### src/rtl/wta_lif_array.sv
// Array of leaky integrate-and-fire neurons with winner-take-all lateral inhibition.
// Exactly one channel (the largest candidate, lowest index on ties) may spike per enabled edge.
module wta_lif_array #(
    parameter int N          = 4,
    parameter int W          = 8,
    parameter int LEAK_SHIFT = 1,
    parameter int REFRAC     = 2
) (
    input  logic                   clk,
    input  logic                   rst,
    input  logic                   en,
    input  logic [N*W-1:0]         current,
    input  logic [W-1:0]           threshold,
    input  logic [W-1:0]           inhibit,
    output logic [N-1:0]           spike,
    output logic [$clog2(N)-1:0]   winner_idx,
    output logic                   winner_valid,
    output logic [N*W-1:0]         state
);
    localparam int IW = $clog2(N);
    localparam int RW = (REFRAC > 0) ? $clog2(REFRAC + 1) : 1;

    logic [N-1:0][W-1:0]  state_r;
    logic [N-1:0][RW-1:0] cnt_r;
    logic [N-1:0]         spike_r;
    logic [IW-1:0]        idx_r;
    logic                 valid_r;

    logic [N-1:0][W-1:0]  nxt_s;
    logic [N-1:0][W-1:0]  state_nxt_s;
    logic [N-1:0][RW-1:0] cnt_nxt_s;
    logic [N-1:0]         refr_s;
    logic [N-1:0]         cand_s;
    logic [N-1:0]         spike_nxt_s;
    logic                 found_s;
    logic [IW-1:0]        win_idx_s;
    logic [W-1:0]         win_val_s;

    // Saturate a W+1 bit sum back into W bits.
    function automatic logic [W-1:0] sat_w(input logic [W:0] v);
        if (v[W]) begin
            sat_w = {W{1'b1}};
        end else begin
            sat_w = v[W-1:0];
        end
    endfunction

    // Leaky integration and candidate qualification per channel.
    always_comb begin
        nxt_s  = '0;
        refr_s = '0;
        cand_s = '0;
        for (int i = 0; i < N; i++) begin
            nxt_s[i]  = sat_w({1'b0, state_r[i]} - {1'b0, (state_r[i] >> LEAK_SHIFT)}
                              + {1'b0, current[i*W +: W]});
            refr_s[i] = (cnt_r[i] != {RW{1'b0}});
            cand_s[i] = !refr_s[i] && (threshold != {W{1'b0}}) && (nxt_s[i] >= threshold);
        end
    end

    // Strict greater-than keeps the lowest index on ties.
    always_comb begin
        found_s   = 1'b0;
        win_idx_s = '0;
        win_val_s = '0;
        for (int i = 0; i < N; i++) begin
            if (cand_s[i] && (!found_s || (nxt_s[i] > win_val_s))) begin
                found_s   = 1'b1;
                win_idx_s = IW'(i);
                win_val_s = nxt_s[i];
            end else begin
                found_s   = found_s;
            end
        end
    end

    // Next membrane state, refractory count and spike vector.
    always_comb begin
        state_nxt_s = '0;
        cnt_nxt_s   = '0;
        spike_nxt_s = '0;
        for (int i = 0; i < N; i++) begin
            if (refr_s[i]) begin
                state_nxt_s[i] = {W{1'b0}};
                cnt_nxt_s[i]   = cnt_r[i] - RW'(1);
            end else if (found_s && (win_idx_s == IW'(i))) begin
                state_nxt_s[i] = {W{1'b0}};
                cnt_nxt_s[i]   = RW'(REFRAC);
                spike_nxt_s[i] = 1'b1;
            end else if (found_s) begin
                state_nxt_s[i] = (nxt_s[i] > inhibit) ? (nxt_s[i] - inhibit) : {W{1'b0}};
                cnt_nxt_s[i]   = {RW{1'b0}};
            end else begin
                state_nxt_s[i] = nxt_s[i];
                cnt_nxt_s[i]   = {RW{1'b0}};
            end
        end
    end

    // State registers; a disabled edge freezes everything but clears the spike pulse.
    always_ff @(posedge clk or posedge rst) begin
        if (rst) begin
            state_r <= '0;
            cnt_r   <= '0;
            spike_r <= '0;
            idx_r   <= '0;
            valid_r <= 1'b0;
        end else if (en) begin
            state_r <= state_nxt_s;
            cnt_r   <= cnt_nxt_s;
            spike_r <= spike_nxt_s;
            idx_r   <= found_s ? win_idx_s : idx_r;
            valid_r <= found_s;
        end else begin
            spike_r <= '0;
            valid_r <= 1'b0;
        end
    end

    assign state        = state_r;
    assign spike        = spike_r;
    assign winner_idx   = idx_r;
    assign winner_valid = valid_r;

endmodule

### config.mk
export PLATFORM = sky130hd
export DESIGN_NAME = wta_lif_array
export DESIGN_NICKNAME = d
export VERILOG_FILES = /design/src/rtl/wta_lif_array.sv
export SDC_FILE = /design/constraint.sdc
export NUM_CORES = 1
export LEC_CHECK = 0
export BUFFER_PORTS_ARGS = -buffer_cell sky130_fd_sc_hd__buf_2
export CAP_MARGIN = 25
export CORE_MARGIN = 3
export CORE_UTILIZATION = 35
export CTS_BUF_LIST = sky130_fd_sc_hd__clkbuf_2 sky130_fd_sc_hd__clkbuf_4 sky130_fd_sc_hd__clkbuf_8
export CTS_CLUSTER_SIZE = 24
export DETAILED_ROUTE_END_ITERATION = 6
export GPL_TIMING_DRIVEN = 0
export SYNTH_ARGS = -nofsm -noshare
export SYNTH_HDL_FRONTEND = slang
export SYNTH_SLANG_ARGS = --single-unit
### constraint.sdc
create_clock -name clk -period 7.6 [get_ports clk]
set_input_delay 0.76 -clock clk [delete_from_list [all_inputs] [get_ports clk]]
set_output_delay 0.76 -clock clk [all_outputs]
set_load 0.005 [all_outputs]
-- Yosys cells after proc, flatten, opt, wreduce, memory -nomap -nowiden
Cells that the tools add are included.
- add/sub/neg operators: 16
- magnitude comparators: 11
- equality and inequality tests: 3
- muxes and demuxes: 48
- reductions and logical operators: 32
- operator list (operator ; number):
    8-bit 2-to-1 mux ; 23
    8-bit > comparator ; 7
    9-bit by 8-bit adder with 9-bit output ; 4
    8-bit by 7-bit subtractor with 9-bit output ; 4
    8-bit greater-or-equal comparator ; 4
    8-bit subtractor ; 4
    2-bit 2-to-1 mux ; 10
    1-bit logical AND ; 15
    1-bit 2-to-1 mux ; 14
    2-bit nonzero test ; 4
    8-bit nonzero test ; 1
    2-bit by 1-bit subtractor with 2-bit output, second input constant ; 4
    1-bit zero test ; 7
    2-bit == test, second input constant ; 2
    4-bit 2-to-1 mux ; 1
    1-bit logical OR ; 3
    2-bit by 1-bit == test with 1-bit output, second input constant ; 1
    2-bit zero test ; 1
    2-bit AND reduction ; 1
- register bits: 47
- bits of input ports: 51
- output and inout port bits: 39
- logic and storage cells: 121

-- Longest topological paths before layout
Gate-level depths: netlist (run 1).
- word-level depth: 23
- gate-level depth with buffers: 45
- depth with buffers taken out: 41

-- Worst setup path before layout (run 1)
OpenSTA, ideal clock, no wires.
- kind: input-to-reg
- start: input port current[2]
- end: register state_r, in the netlist state[9]
- library setup time: 83 ps
- data arrival time: 8662 ps
- data required time: 7517 ps
- slack: -1144 ps
- cell stages on the path: 43
- buffers on the path: 4
- cells stage by stage: inv_1 fa_1 inv_1 ha_1 nor2b_1 o31a_1 o311a_4 o22ai_2 mux2i_1 inv_1 ha_1 nand2b_1 a2111oi_0 o31ai_1 and2_4 buf_6 nand2_1 ha_1 (+7 left out) inv_1 ha_1 a21o_1 a21oi_1 a21oi_1 o22a_1 o21ba_2 buf_2 mux2_2 ha_1 nand2_1 o21ai_0 mux2i_1 a21oi_1 nand2_1 a311o_1 buf_1 o22ai_1
- cells in the longest elaborated chain, start to end: 21
- elaborated cells between the ends (all ways): 31
- those cells by class: add/sub: 1; order compare: 4; eq/ne: 1; mux: 14; reduce/logical: 11
- RTL lines (what ; line ; source):
    start, declared ; 12 ; input logic [N*W-1:0] current,
    9-bit by 8-bit adder with 9-bit output * ; 55 ; + {1'b0, current[i*W +: W]});
    8-bit 2-to-1 mux * ; 41 ; if (v[W]) begin
    8-bit greater-or-equal comparator ; 57 ; cand_s[i] = !refr_s[i] && (threshold != {W{1'b0}}) && (nxt_s[i] >= threshold);
    1-bit logical AND ; 57 ;
    8-bit 2-to-1 mux or 1-bit 2-to-1 mux (tied branches) ; 67 ; if (cand_s[i] && (!found_s || (nxt_s[i] > win_val_s))) begin
    8-bit > comparator or 1-bit zero test (tied branches) ; 67 ;
    1-bit logical OR ; 67 ;
    1-bit logical AND ; 67 ;
    (+5 left out) ; - ;
    8-bit > comparator or 1-bit zero test (tied branches) ; 67 ;
    1-bit logical OR ; 67 ;
    1-bit logical AND ; 67 ;
    2-bit 2-to-1 mux ; 67 ;
    2-bit by 1-bit == test with 1-bit output ; 86 ; end else if (found_s && (win_idx_s == IW'(i))) begin
    1-bit logical AND ; 86 ;
    8-bit 2-to-1 mux * ; 86 ;
    8-bit 2-to-1 mux * ; 83 ; if (refr_s[i]) begin
    end signal, assigned ; 109 ; state_r <= state_nxt_s;
    end, declared ; 23 ; logic [N-1:0][W-1:0] state_r;
Mark *: on every way between the ends. The rest lies on a longest branch, timed or not.
A chain may end at the register's enable or synchronous reset.

-- Worst setup path after layout (run 1)
Ends and elaborated chain as after synthesis.

==> impl_metrics.yaml, run 1 <==
status:
  status: "finished, violations left"
  violations: "negative setup slack"
flow_run:
  drv_cap: 0
timing:
  tightest_slew_ns: 1.14
  finClkSkew_ns: 0.00367
  slew_violations: 0
  hold_viol_final: 0
  setup_violations: 42
  rsz0062_at_grt: "yes"
  setup_tns_ns: -37.32
  period_share: 1.14
  fin_crit_ns: 8.65
  hold_ws_ns: 0.471
  fmax_ghz: 0.116
  setup_ws_ns: -1.05
  slew_headroom: 0.232
logic_synthesis:
  synth_area_leaders: "ha_1 21%, dfrtp_1 15%, fa_1 8.4%, inv_1 8.3%, mux2i_1 4.6%"
  async_flop_share: 1.00
  synth.net_count: 1145
  yosysWarnings: 0
  yosysTopAreaCell: "ha_1"
  seq_area_frac_synth: 0.155
  synth_cell_types: 67
  synthCells: 934
  avgSynthCellArea_um2: 8.14
  synth_area_mm2: 0.00760
  synth_edf_count: 0
  ys.flop_type: "dfrtp_1"
  synth-seq-cells: 47
  post-synth-top-count-cell: "inv_1"
  synth_common_cells: "168 x inv_1, 128 x ha_1, 54 x o21ai_0"
  yosysTopAreaCellShare: 0.211
floorplanning:
  pin_count: 90
  die_y_um: 153
  initial_utilization: 0.359
  num_rows: 53
  die_w_um: 153
  core_area_mm2: 0.0212
  die_area_mm2: 0.0235
place:
  dp_hpwl_um: 17400
  place_congestion: 0.843
  port_buffers: 89
grt:
  use_met1: 0.245
  grt_max_degree: 26
  gr-usage-all-layers: 0.190
  use_met3: 0.0229
  busiest_layer: "met2"
  grtUsageMet2: 0.330
  grt_pass1_wl_um: 36600
  grt_overflow: 0
  antenna_found_initial: 0
  grt_pass1_vias: 7176
worst_hold_path:
  hp-class: "in2async"
layout:
  area_growth_pct: 27.3
  diodes: 0
  drive_above_1_share: 0.251
  fin_nets: 1285
critical_path:
  critical_path_class: "in2reg"
  cpPeakStageDelay_ns: 0.49
  end_kind: "register"
  cpMaxStageDelayCell: "fa_1"
  arrival_ns: 8.91
  worstPathMaxFanout: 8
  critPathLaunchType: "input port"
  worst_ep_required_time_ns: 7.86
route:
  drt-pass1-iter-count: 5
  via_count: 7208
  antenna_left: 0
  drt_iter0_drc: 326
  wirelength_um: 22700
  wl_per_cell_um: 16.8
  drc_errors: 0
  vias_per_cell: 5.34
cts:
  cts_root_buf: "clkbuf_8"
  cts_max_path_buffers: 2
  cts.sinks: 47
  cts_tree: "done"
  insertion_delay_ns: 0.33
  clk_pin_slew_worst_paths_ns: 0.10
  numCtsBuffers: 5
  htreeDepth: 2
-- flip-flops by register name (all words and copies together) (netlist names) --
name and flops:
cnt_r 8, spike 4, state 32, winner_idx 2, winner_valid 1
-- area by class of cell --
| class | instances | area [um2] |
|---|---|---|
| Fill cell | 2066 | 11500 |
| Inverter | 168 | 638 |
| Clock inverter | 1 | 8.76 |
| Multi-Input combinational cell | 702 | 6430 |
| Tap cell | 275 | 344 |
| Timing Repair Buffer | 133 | 885 |
| Buffer | 17 | 114 |
| Sequential cell | 47 | 1180 |
| Clock buffer | 7 | 90.1 |
-- metrics by stage --
step            util  instances  area, um2  setup WS, ns
6_report       0.458       1350       9680         -1.05
5_1_grt        0.458       1350       9680         -1.23
4_1_cts        0.445       1338       9420        -0.921
3_5_place_dp   0.408       1299       8620         -1.87
3_3_place_gp   0.407       1298       8600         -1.84
2_1_floorplan      -        934       7810        -0.757
-- kinds of logic after synthesis --
kind of cell	Yosys count	synth area share
AND/OR/NAND/NOR	239	0.162
AO/OA/AOI/OAI	229	0.200
buffers and inverters	186	0.0962
adder cells (fa/ha/maj)	160	0.295
flip-flops	47	0.155
multiplexers	42	0.0564
XOR/XNOR	31	0.0357
-- placed cells by master, fill, tap and decap left out, drive strengths merged, types with 4 or more instances in the layout --
master / count
o21a: 10
nand3: 21
ha: 128
nand2b: 21
a22oi: 12
clkbuf: 17
xor2: 16
dfrtp: 47
o21bai: 4
a22o: 4
fa: 32
or3: 4
inv: 168
a31oi: 4
or2: 7
nor2b: 22
o31a: 4
o31ai: 10
a21o: 10
nor2: 53
nor3: 24
mux2: 7
and2: 8
o22ai: 35
xnor2: 15
a21oi: 39
o22a: 4
o2111ai: 4
or4: 4
nand4: 11
mux2i: 35
buf: 140
nand2: 46
and3: 7
o21ai: 55
a211oi: 5
-- layer usage --
metal	part of all wire	vias to the layer above	wire length, um
met1	0.45	3461	10100
met4	0.029	0	648
met3	0.038	34	852
met2	0.49	137	11100
li1	-	3576	-
met5	0	-	0
-- path summary, 6_finish.rpt --
| kind | start | end | slack (ns) | cells past startpoint |
|---|---|---|---|---|
| hold reg to reg | cnt_r[0] | cnt_r[0] | 0.50 | 1 |
| hold / removal | rst | state[30] | 0.47 | 2 |
| setup reg to reg | state[2] | state[9] | -1.04 | 42 |
| max in group asynchronous | rst | state[12] | 6.57 | 3 |
| min in group clk | cnt_r[0] | cnt_r[0] | 0.50 | 1 |
| setup / recovery | current[2] | state[9] | -1.05 | 44 |
-- critical path, delay by kind of cell --
family / cells / cell delay, ns
muxes: 2 / 0.63
adders and majority gates: 6 / 1.84
AOI/OAI and AO/OA: 18 / 3.52
buffers and inverters: 10 / 1.10
and+or+nand+nor: 8 / 1.01
-- repair_timing --
action	CTS	global route
gates resized for setup	75	29
setup buffers	30	10
cloned	2	0
hold buffers	0	0
pin swaps	48	24
endpoints found under the setup margin	42	42
Power of run 1 is not shown: default switching activity piles up to over one toggle a cycle in this logic, so the estimate is an artifact.
==> run 2, diff against run 1 <==
CAP_MARGIN = unset   (was 25)
clock period = 9.46 ns   (was 7.6 ns; I/O delays follow)
==> run 2 against run 1 <==
Net effect: the flow now finishes without violations; via count shrank 3.6%; cell count shrank 2.7%; setup slack gained 1.4 ns; highest routed layer unchanged.
==> impl_metrics.yaml, run 2 (synthesized netlist as in run 1, its figures left out) <==
timing:
  setup_violations: 0
  fmax_ghz: 0.110
  finClkSkew_ns: 0.00603
  slew_headroom: 0.303
  tightest_slew_ns: 1.03
  fin_crit_ns: 9.09
  slew_violations: 0
  hold_viol_final: 0
  period_share: 0.961
cts:
  cts.sinks: 47
  holdBufCountCts: 0
  insertion_delay_ns: 0.34
  cts_root_buf: "clkbuf_8"
  numCtsBuffers: 5
  clk_pin_slew_worst_paths_ns: 0.11
  cts_max_path_buffers: 2
  cts_tree: "done"
  htreeDepth: 2
floorplanning:
  pin_count: 90
  die_y_um: 153
  die_area_mm2: 0.0235
  die_w_um: 153
  num_rows: 53
  initial_utilization: 0.359
  core_area_mm2: 0.0212
status:
  status: "finished, final reports clean"
flow_run:
  drv_cap: 0
grt:
  grtUsageMet2: 0.304
  busiest_layer: "met2"
  antenna_found_initial: 0
  grt_pass1_wl_um: 34300
  grt_overflow: 0
  gr-usage-all-layers: 0.180
  grt_pass1_vias: 6677
  use_met3: 0.0246
  grt_max_degree: 32
  use_met1: 0.237
route:
  vias_per_cell: 5.29
  drt_iter0_drc: 407
  via_count: 6947
  wirelength_um: 21900
  drt-pass1-iter-count: 5
  antenna_left: 0
  drc_errors: 0
  wl_per_cell_um: 16.6
critical_path:
  cpPeakStageDelay_ns: 0.52
  arrival_ns: 9.35
  worstPathMaxFanout: 10
  worst_ep_required_time_ns: 9.72
  critPathLaunchType: "input port"
  cpMaxStageDelayCell: "fa_1"
  cp_common_cell: "inv_1"
  end_kind: "register"
  critical_path_class: "in2reg"
layout:
  final_common_cell: "inv_1"
  largest_register_ffs: 32
  final_util: 0.417
  fin_nets: 1249
  area_growth_pct: 16.1
  layout_common_cells: "167 x inv_1, 125 x ha_1, 91 x buf_2"
  diodes: 0
  drive_above_1_share: 0.164
  n_fill_cell: 2154
worst_hold_path:
  hp-class: "reg2reg"
place:
  dp_hpwl_um: 17300
  place_congestion: 0.865
  port_buffers: 89
-- run 2: cell type report --
type	instances	area, um2	share of cell area
repair buffers	98	536	0.0607
well taps	275	344	0.0390
multi-input cells	701	5950	0.674
flip-flops and latches	47	1180	0.133
inverters	168	631	0.0714
plain buffers	17	106	0.0120
clock buffers	6	76.3	0.00865
clock inverters	2	12.5	0.00142
-- run 2: critical path: cells and delay by family --
family                     cells  cell delay [ns]
buffers and inverters          9             0.92
muxes                          3             0.72
and+or+nand+nor                8             1.16
AOI/OAI and AO/OA             18             3.75
adders and majority gates      6             1.81
-- run 2: metrics by stage --
stage	hold WS, ns	std cells	area, um2	worst slack, ns	TNS (ns)
global placement	0.476	1298	8390	-0.712	-21.01
detailed placement	0.489	1299	8410	-0.814	-24.33
floorplan	0.465	934	7600	0.530	0
CTS	0.505	1307	8530	0.0149	0
finish	0.504	1314	8830	0.370	0
global route	0.529	1314	8830	-0.0192	-0.112
-- run 2: worst paths after layout --
kind	startpoint	endpoint	slack, ns	depth (start not counted)
setup / recovery	current[2]	state[13]	0.37	44
hold / removal	cnt_r[4]	cnt_r[4]	0.50	1
setup reg to reg	state[2]	state[13]	0.64	43
hold reg to reg	cnt_r[4]	cnt_r[4]	0.50	1
max in group asynchronous	rst	state[26]	8.31	3
min in group asynchronous	rst	state[18]	0.60	2
-- run 2: what timing repair did --
| item | in CTS | in global routing |
|---|---|---|
| resized for setup | 8 | 44 |
| cloned | 0 | 1 |
| setup endpoints to repair | 35 | 42 |
| setup buffers | 1 | 6 |
| pin swaps | 2 | 17 |
-- run 2: per-layer routing --
metal / vias up / share of wire
li1: 3497 / -
met1: 3267 / 0.45
met2: 150 / 0.47
met3: 33 / 0.045
met4: 0 / 0.034
met5: - / 0
Power of run 2 is left out for the same reason.
==> run 3, diff against run 2 <==
RECOVER_POWER = 25   (was unset)
clock period = 9.24 ns   (was 9.46 ns; I/O delays follow)
==> run 3 against run 2 <==
Net effect: the run now ends with max-capacitance violations, max-slew violations left; hold slack better by 0.0066 ns; global-route usage hardly changed; critical path depth is 2 lower; final area is 2.1% higher; setup slack worse by 0.096 ns; cell count is 0.99% higher; wire length is 1.6% higher; die area stayed put; flip-flop and latch count stayed put; critical path type unchanged.
==> impl_metrics.yaml, run 3 (synthesized netlist as in run 1, its figures left out) <==
cts:
  holdBufCountCts: 0
  insertion_delay_ns: 0.34
  cts.sinks: 47
  htreeDepth: 2
  cts_tree: "done"
  clk_pin_slew_worst_paths_ns: 0.11
  cts_max_path_buffers: 2
  cts_root_buf: "clkbuf_8"
  numCtsBuffers: 5
place:
  dp_hpwl_um: 17300
  place_congestion: 0.865
  dp_cells: 1299
  port_buffers: 89
  place_area_mm2: 0.00841
critical_path:
  cpMaxStageDelayCell: "fa_1"
  crit_family: "compound AO/OA/AOI/OAI gates"
  arrival_ns: 9.23
  end_kind: "register"
  worst_ep_required_time_ns: 9.50
  cp_common_cell: "ha_4"
  critical_path_class: "in2reg"
  cpPeakStageDelay_ns: 0.52
  critPathLaunchType: "input port"
  worstPathMaxFanout: 10
  cp.buffers_inverters: 8
timing:
  slew_headroom: -0.329
  tightest_slew_ns: 1.99
  fin_crit_ns: 8.97
  period_share: 0.970
  slew_violations: 32
  hold_viol_final: 0
  setup_violations: 0
  fmax_ghz: 0.112
  finClkSkew_ns: 0.00853
  setup_tns_ns: 0
layout:
  largest_register_ffs: 32
  multi_input_area_mm2: 0.00604
  n_fill_cell: 2137
  diodes: 0
  layout_common_cells: "167 x inv_1, 119 x ha_1, 91 x buf_2"
  final_common_cell: "inv_1"
  instances_no_fill: 1327
  regArea_mm2: 0.00118
  design_area_mm2: 0.00901
  drive_above_1_share: 0.185
  area_growth_pct: 18.5
  fin_nets: 1262
route:
  vias_per_cell: 5.30
  drt_iter0_drc: 347
  wirelength_um: 22200
  drc_errors: 0
  drt-pass1-iter-count: 6
  via_count: 7027
  wl_per_cell_um: 16.7
  antenna_left: 0
floorplanning:
  initial_utilization: 0.359
  num_rows: 53
  pin_count: 90
  die_area_mm2: 0.0235
  core_area_mm2: 0.0212
  die_w_um: 153
  die_y_um: 153
status:
  violations: "max-capacitance violations, max-slew violations"
  status: "finished, violations left"
grt:
  grt_max_degree: 32
  grt_overflow: 0
  antenna_found_initial: 0
  gr-usage-all-layers: 0.180
  grt_pass1_wl_um: 34300
  grt_pass1_vias: 6697
worst_hold_path:
  hp-class: "reg2reg"
flow_run:
  drv_cap: 1
run 3: worst register-to-register path: cells and delay by family, from the launching register on:
family                   cells  cell delay [ns]
AO/OA/AOI/OAI               17             3.62
adder cells (fa/ha/maj)      6             1.89
buffers and inverters        7             0.88
flip-flops                   1             0.40
multiplexers                 3             0.77
AND/OR/NAND/NOR              8             1.08
run 3: path summary, 6_finish.rpt:
path / startpoint / endpoint / slack (ns) / depth (start not counted)
max: current[2] / state[12] / 0.27 / 42
min: cnt_r[2] / cnt_r[2] / 0.51 / 1
max reg2reg: state[2] / state[12] / 0.51 / 41
min reg2reg: cnt_r[2] / cnt_r[2] / 0.51 / 1
max in group asynchronous: rst / state[10] / 6.23 / 3
min in group asynchronous: rst / state[18] / 0.69 / 2
run 3: routing by layer:
| metal | wire length [um] | up-vias | part of all wire | global-route usage |
|---|---|---|---|---|
| li1 | - | 3524 | - | - |
| met4 | 688 | 0 | 0.031 | 0.0601 |
| met2 | 10600 | 146 | 0.48 | 0.304 |
| met5 | 0 | - | 0 | 0 |
| met3 | 986 | 36 | 0.044 | 0.0246 |
| met1 | 9970 | 3321 | 0.45 | 0.239 |
run 3: what timing repair did:
| item | CTS | global route |
|---|---|---|
| gates cloned | 0 | 2 |
| setup endpoints to repair | 42 | 42 |
| buffers inserted | 2 | 17 |
| pin swaps | 2 | 22 |
| resized for setup | 17 | 54 |
run 3: layout make-up:
type                       instances  share of cell area
sequential                        47               0.130
clock inverter                     2             0.00139
tap                              275              0.0382
multi-input combinational        701               0.671
clock buffer                       6             0.00847
timing repair buffer             111              0.0684
inverter                         168              0.0700
buffer                            17              0.0126
run 3: stage by stage:
step,hold slack [ns],setup WS [ns],utilization
finish,0.511,0.274,0.426
global route,0.541,-0.0785,0.426
CTS,0.505,0.0182,0.405
detailed placement,0.489,-1.01,0.398
global placement,0.476,-0.910,0.397
floorplan,0.465,0.332,-
Power of run 3 is left out for the same reason.
